## src/rtl/serial_sub_pkg.sv

```systemverilog
// Shared types and constants for the bit-serial subtractor.
package serial_sub_pkg;

  localparam int SUB_W_DEFAULT = 16;

  typedef enum logic [1:0] {
    IDLE  = 2'd0,
    SHIFT = 2'd1,
    DONE  = 2'd2
  } sub_state_e;

endpackage

```

## src/rtl/subtractor_1bit.sv

```systemverilog
// One-bit full subtractor: diff = a - b - borrow_in, with borrow out.
module subtractor_1bit (
  input  logic a,
  input  logic b,
  input  logic borrow_in,
  output logic diff,
  output logic borrow_out
);

  assign diff       = a ^ b ^ borrow_in;
  assign borrow_out = (~a & b) | (~(a ^ b) & borrow_in);

endmodule

```

## src/rtl/serial_sub_16bit.sv

```systemverilog
// Bit-serial subtractor, LSB first, one bit per cycle through a single subtractor_1bit.
// Define SERIAL_SUB_ASSERT_EN to compile simulation-only operand/result checks.
module serial_sub_16bit
  import serial_sub_pkg::*;
#(
  parameter int NUM_BITS = SUB_W_DEFAULT
) (
  input  logic                clk,
  input  logic                n_rst,
  input  logic                start,
  input  logic [NUM_BITS-1:0] a,
  input  logic [NUM_BITS-1:0] b,
  input  logic                borrow_in,
  output logic                busy,
  output logic                done,
  output logic [NUM_BITS-1:0] diff,
  output logic                underflow
);

  localparam int CW = $clog2(NUM_BITS) + 1;
  localparam logic [CW-1:0] LAST = CW'(NUM_BITS - 1);

  sub_state_e          r_state;
  sub_state_e          w_next;
  logic [NUM_BITS-1:0] r_a;
  logic [NUM_BITS-1:0] r_b;
  logic                r_br;
  logic [NUM_BITS-1:0] r_res;
  logic [CW-1:0]       r_cnt;
  logic [NUM_BITS-1:0] r_diff;
  logic                r_uf;

  logic                w_d;
  logic                w_bout;
  logic                w_accept;
  logic                w_last;
  logic [NUM_BITS-1:0] w_res_nxt;

`ifdef SERIAL_SUB_ASSERT_EN
  logic [NUM_BITS-1:0] r_ca;
  logic [NUM_BITS-1:0] r_cb;
  logic                r_cbr;
`endif

  subtractor_1bit u_bit (
    .a          (r_a[0]),
    .b          (r_b[0]),
    .borrow_in  (r_br),
    .diff       (w_d),
    .borrow_out (w_bout)
  );

  // start is only honoured outside SHIFT; a running operation cannot be relatched.
  assign w_accept  = start && (r_state != SHIFT);
  assign w_last    = (r_state == SHIFT) && (r_cnt == LAST);
  assign w_res_nxt = {w_d, r_res[NUM_BITS-1:1]};

  always_comb begin
    w_next = r_state;
    case (r_state)
      IDLE:    if (start) w_next = SHIFT;
      SHIFT:   if (r_cnt == LAST) w_next = DONE;
      DONE:    w_next = start ? SHIFT : IDLE;
      default: w_next = IDLE;
    endcase
  end

  always_ff @(posedge clk or negedge n_rst) begin
    if (!n_rst) begin
      r_state <= IDLE;
      r_a     <= '0;
      r_b     <= '0;
      r_br    <= 1'b0;
      r_res   <= '0;
      r_cnt   <= '0;
      r_diff  <= '0;
      r_uf    <= 1'b0;
`ifdef SERIAL_SUB_ASSERT_EN
      r_ca    <= '0;
      r_cb    <= '0;
      r_cbr   <= 1'b0;
`endif
    end else begin
      r_state <= w_next;
      if (w_accept) begin
        r_a   <= a;
        r_b   <= b;
        r_br  <= borrow_in;
        r_cnt <= '0;
`ifdef SERIAL_SUB_ASSERT_EN
        r_ca  <= a;
        r_cb  <= b;
        r_cbr <= borrow_in;
`endif
      end else if (r_state == SHIFT) begin
        r_a   <= r_a >> 1;
        r_b   <= r_b >> 1;
        r_br  <= w_bout;
        r_res <= w_res_nxt;
        r_cnt <= r_cnt + 1'b1;
        // The final bit goes straight into the output, so diff is valid in the DONE cycle.
        if (w_last) begin
          r_diff <= w_res_nxt;
          r_uf   <= w_bout;
        end
      end
    end
  end

  assign busy      = (r_state == SHIFT);
  assign done      = (r_state == DONE);
  assign diff      = r_diff;
  assign underflow = r_uf;

`ifdef SERIAL_SUB_ASSERT_EN
  logic [NUM_BITS:0] w_ref;
  assign w_ref = {1'b0, r_ca} - {1'b0, r_cb} - {{NUM_BITS{1'b0}}, r_cbr};

  always @(posedge clk) begin
    if (n_rst && w_accept)
      assert (!$isunknown({a, b, borrow_in}))
        else $error("serial_sub: unknown operand at start");
    if (n_rst && done)
      assert ({r_uf, r_diff} == w_ref)
        else $error("serial_sub: result %h differs from reference %h", {r_uf, r_diff}, w_ref);
  end
`endif

endmodule
```

## config.mk

```make
export PLATFORM = sky130hd
export DESIGN_NAME = serial_sub_16bit
export DESIGN_NICKNAME = d
export VERILOG_FILES = /design/src/rtl/serial_sub_pkg.sv /design/src/rtl/subtractor_1bit.sv /design/src/rtl/serial_sub_16bit.sv
export SDC_FILE = /design/constraint.sdc
export NUM_CORES = 1
export LEC_CHECK = 0
export BUFFER_PORTS_ARGS = -buffer_cell sky130_fd_sc_hd__clkbuf_2
export CAP_MARGIN = 20
export CORE_UTILIZATION = 39
export DETAILED_ROUTE_END_ITERATION = 10
export GPL_ROUTABILITY_DRIVEN = 0
export PLACE_DENSITY = 0.66
export SLEW_MARGIN = 10
export SYNTH_ARGS = -nofsm -noshare
export SYNTH_HDL_FRONTEND = slang
export SYNTH_SLANG_ARGS = --single-unit
```

## constraint.sdc

```tcl
create_clock -name clk -period 5.35 [get_ports clk]
set_clock_uncertainty 0.1 [all_clocks]
set_input_delay 0.2675 -clock clk [delete_from_list [all_inputs] [get_ports clk]]
set_output_delay 0.2675 -clock clk [all_outputs]
set_load 0.01 [all_outputs]
```

### After elaboration in Yosys (flattened, before gate mapping)

Index checks and enable logic that the tools add are counted.

| operators by class | value |
|---|---|
| bitwise operators | 8 |
| add/sub/neg operators | 1 |
| multiplexer cells | 12 |
| eq/ne operators | 6 |
| reduce and logical (&&, ||, !) cells | 7 |

Operators by type and width:

| cell | number |
|---|---|
| 16-bit 2-to-1 mux | 4 |
| 5-bit 2-to-1 mux | 2 |
| 2-bit case mux with 3 select lines | 1 |
| 5-bit by 1-bit adder with 5-bit output (second input constant) | 1 |
| 5-bit by 4-bit == test with 1-bit output (second input constant) | 1 |
| 2-bit 2-to-1 mux | 2 |
| 2-bit by 1-bit != test with 1-bit output (second input constant) | 2 |
| 2-bit AND reduction | 2 |
| 1-bit 2-to-1 mux | 3 |
| 1-bit NOT | 3 |
| 3-bit AND reduction | 1 |
| 1-bit AND | 2 |
| 2-bit by 1-bit == test with 1-bit output (second input constant) | 1 |
| 2-bit == test (second input constant) | 1 |
| 1-bit logical AND | 2 |
| 2-bit zero test | 1 |
| 2-bit != test (second input constant) | 1 |
| 2-bit nonzero test | 1 |
| 1-bit XOR | 2 |
| 1-bit bitwise OR | 1 |

| storage, ports and cells | value |
|---|---|
| bits of input ports | 36 |
| output and inout port bits | 19 |
| register bits | 73 |
| logic and storage cells | 42 |

### Longest topological paths before layout

| depth | value |
|---|---|
| depth in word-level cells | 6 |
| depth in mapped cells | 8 |
| depth with buffers taken out | 6 |

### Cells and area by module

A second synthesis with hierarchy kept.

| unflattened totals | value |
|---|---|
| cells, all modules | 243 |
| area, all modules | 3099.2 um2 |

By module, submodules not included:

| module | sequential area each (um2) | times used | cells an instance | area an instance (um2) |
|---|---|---|---|---|
| serial_sub_16bit | 1801.7 | 1 | 239 | 3067.9 |
| subtractor_1bit | 0.0 | 1 | 4 | 31.3 |

### Worst setup path after synthesis

Ideal clock, no wire load.

| path | value |
|---|---|
| path kind | flip-flop to flip-flop |
| from | reg r_cnt[0] |
| to | reg r_diff[10] (netlist: diff[10]) |
| buffers on the path | 2 |
| stages on the path, launching flop included | 8 |
| required time | 5.125 ns |
| arrival time | 1.634 ns |
| library setup time | 0.125 ns |
| period minus slack after synthesis | 1.859 ns |
| slack | 3.491 ns |
| path through | dfrtp_1 > ha_1 > and3_1 > ha_1 > nand3b_1 > buf_6 > buf_6 > mux2_4 |

| between the ends | value |
|---|---|
| longest elaborated chain between the ends | 3 |

RTL lines:

| element | RTL line | text |
|---|---|---|
| start, declared | serial_sub_16bit.sv:29 | `logic [CW-1:0] r_cnt;` |
| start signal, assigned | serial_sub_16bit.sv:100 | `r_cnt <= r_cnt + 1'b1;` |
| 5-bit by 4-bit == test with 1-bit output | serial_sub_16bit.sv:55 | `assign w_last = (r_state == SHIFT) && (r_cnt == LAST);` |
| 1-bit logical AND | serial_sub_16bit.sv:55 |  |
| 3-bit AND reduction (no line) | -- |  |
| end signal, assigned | serial_sub_16bit.sv:103 | `r_diff <= w_res_nxt;` |
| end, declared | serial_sub_16bit.sv:30 | `logic [NUM_BITS-1:0] r_diff;` |

No other way between the ends.
A chain may end at the register's enable or synchronous reset.

### Final worst setup path

| path | value |
|---|---|
| from | reg r_state[1] |
| to | out busy |

| between the ends | value |
|---|---|
| longest elaborated chain between the ends | 1 |

RTL lines:

| element | RTL line | text |
|---|---|---|
| start, declared | serial_sub_16bit.sv:23 | `sub_state_e r_state;` |
| start signal, assigned | serial_sub_16bit.sv:84 | `r_state <= w_next;` |
| 2-bit by 1-bit == test with 1-bit output | serial_sub_16bit.sv:110 | `assign busy = (r_state == SHIFT);` |
| end, declared | serial_sub_16bit.sv:14 | `output logic busy,` |

No other way between the ends.

==> metrics <==
Primary FF master, synth dfrtp_1; R2R Path Start r_cnt[0]; highest metal used met4; CTS sink count 72; min Tclk post-route 2.501 ns; Setup-failing EPs final 0; adder-cell share of the synthesized area 0.01422; largest net degree at the start of global routing 87; mux cell area share after synthesis 0.1825; cell area after synthesis 3168 um2; layout cells sized above 1 0.2810; grt ovf 0; Die H 92.13 um; CP Launch Type flip-flop; Crit-path slowest cell inv_6; Die W 92.13 um; filler cell count 739; Synthesized Nets 316; R2R depth 5; Layout Nets 365; Starting Density 0.4058; routed length per instance 12.51 um; sequential area share after synthesis 0.5687; number of buffers added on ports 54; Max Root-Sink Buffers 2; vias per inst 4.769; Yosys reg bits 72; Compound-Gate Fraction of Synth Area 0.06082; post-synth top area share 0.5687; Num CTS Buffers 9; Largest stage delay, worst path 0.62 ns; FF-to-FF setup slack 2.94 ns; top post-synthesis cells by area dfrtp_1, mux2i_1, nand2_1, o21ai_0, mux2_4; hold path endpoint r_b[15]; DRT Pass-1 Iters 4; hold depth 3; critical path fanouts, max 86; ys async rst share 1.000; met3 wire length 304 um; Max Fclk 0.3999 GHz; outcome finished, final reports clean; RSZ-0062 raised after global routing no; DP HPWL 3.411 mm; Netlist cell types 29; Fin Hold WS 0.07301 ns; Pwr Density 537.5 nW/um2; root buffer cell clkbuf_8; worst-margin pin slew 1.025 ns; Yosys top cell by area dfrtp_1; latest clock arrival within the worst-skew pair 0.34 ns; endpoint class of the critical path output pin; WS Path Type flip-flop to output pin; DRC 0; total power 1.958 mW; dpl ws 2.911 ns; Reg-to-Reg End diff[10]; leakage power 1.907 nW; Finished Core Util 0.4667; Synth-to-Final Area Change 15.01%; standard-cell rows 32; vias 2065; diode count 0; Slew Viols, Final 0; Hold Path Class input port to flip-flop; post-CTS setup buffers 0; critical path arrival 2.13 ns; Max transition margin 0.3143; Synth Area in Simple Gates 0.1130; final worst slack 2.849 ns; yosys warns 0; Post-Syn Area per Cell 11.44 um2; CP required 4.98 ns; Ports 55; global-route wire length before repair 9.266 mm; largest family of logic cells by synthesized area multiplexers; EDFF count, synth 0; DRT Wirelength 5.416 mm; Core Region 7807 um2; initial antenna violation count 0; clk slew on worst S/H paths 0.07 ns; Post-Syn Instances 277; Setup TNS 0 ns; met1 wire length 2.530 mm; gr usage total 0.1414; max_cap viols 0; DRT antenna net count 0; Cell Chain, Critical Path nand2b_1 -> inv_6 -> clkbuf_2; HP Start b[15]; Max IR drop VDD 0.2268 mV; initial DRC count 168; number of H-tree levels 3; die area 8488 um2; Hold Fails Final Rpt 0; period utilization 0.4675; WL met2 2.511 mm; vias in the first global route 2069; CTS tree done; Post-Synth XOR/XNOR Area 0.002765
## synthesized netlist by cell type, types with 2 or more instances
master     n
buf_2      3
buf_6      9
clkbuf_1   3
dfrtp_1   72
ha_1       2
inv_1      4
mux2_2    10
mux2_4     9
mux2i_1   33
nand2_1   79
nand2b_1   2
nor2_1     3
o21ai_0   31
o21ai_1    2
## cells in the final DEF, fill, tap and decap left out, types with 2 or more instances in the layout
cell type	n
nand2_1	79
dfrtp_1	72
clkbuf_2	53
mux2i_1	33
o21ai_0	31
mux2_2	10
clkbuf_8	10
mux2_4	9
inv_1	4
nor2_1	3
nand2b_1	2
inv_6	2
o21ai_1	2
ha_1	2
clkinvlp_4	2
## stage by stage
step	instances	area, um2
floorplan	277	3168
global placement	415	3408
detailed placement	415	3408
CTS	432	3623
global route	433	3643
finish	433	3643
## cells by family (layout without fill, tap and decap cells)
logic type | after synthesis | count (layout)
multiplexers | 52 | 52
AO/OA/AOI/OAI | 36 | 36
flip-flops | 72 | 72
adder cells (fa/ha/maj) | 3 | 3
XOR/XNOR | 1 | 1
buffers and inverters | 23 | 77
AND/OR/NAND/NOR | 90 | 90
## critical path: cells and delay by family (launching register included)
kind | cells | cell delay [ns]
flops | 1 | 0.39
simple gates | 1 | 0.53
buf+inv | 2 | 0.85
## area by class of cell
class / count / area [um2] / area share
Clock inverter: 6 / 67.56 / 0.01854
Clock buffer: 10 / 137.6 / 0.03777
Inverter: 5 / 23.77 / 0.006525
Tap cell: 102 / 127.6 / 0.03503
Sequential cell: 72 / 1802 / 0.4945
Multi-Input combinational cell: 182 / 1182 / 0.3245
Timing Repair Buffer: 56 / 302.8 / 0.08310
## worst max-delay path by stage
stage          slack [ns]  depth (start not counted)  startpoint  endpoint
3_5_place_dp         2.91                          5    r_cnt[0]  diff[11]
5_1_grt              2.64                          3  r_state[1]      busy
4_1_cts              2.79                          3  r_state[1]      busy
3_3_place_gp         3.02                          5    r_cnt[0]   diff[8]
2_1_floorplan        3.49                          7    r_cnt[0]  diff[10]
6_report             2.85                          3  r_state[1]      busy
## metal layers
layer  GRT usage  up-vias
li1            -     1013
met1      0.1664      994
met2      0.2307       51
met3     0.06219        7
met4     0.04688        0
met5           0        -
## timing repair
item / 4_1_cts / 5_1_grt
endpoints found under the hold margin: 72 / 0
resized for setup: 0 / 0
hold buffers: 1 / 0
## state kept, by name (all words and copies together) (netlist names)
signal and cells:
r_res 15, r_br 1, r_b 16, r_a 16
r_cnt 5, diff 16, underflow 1, r_state 2
## where the power goes
| group | total, mW | internal, mW | switching (mW) |
|---|---|---|---|
| clock | 0.437 | 0.229 | 0.208 |
| combinational | 0.634 | 0.275 | 0.359 |
| sequential | 0.887 | 0.760 | 0.128 |
| total | 1.96 | 1.26 | 0.694 |
(Power assumes the default switching activity.)
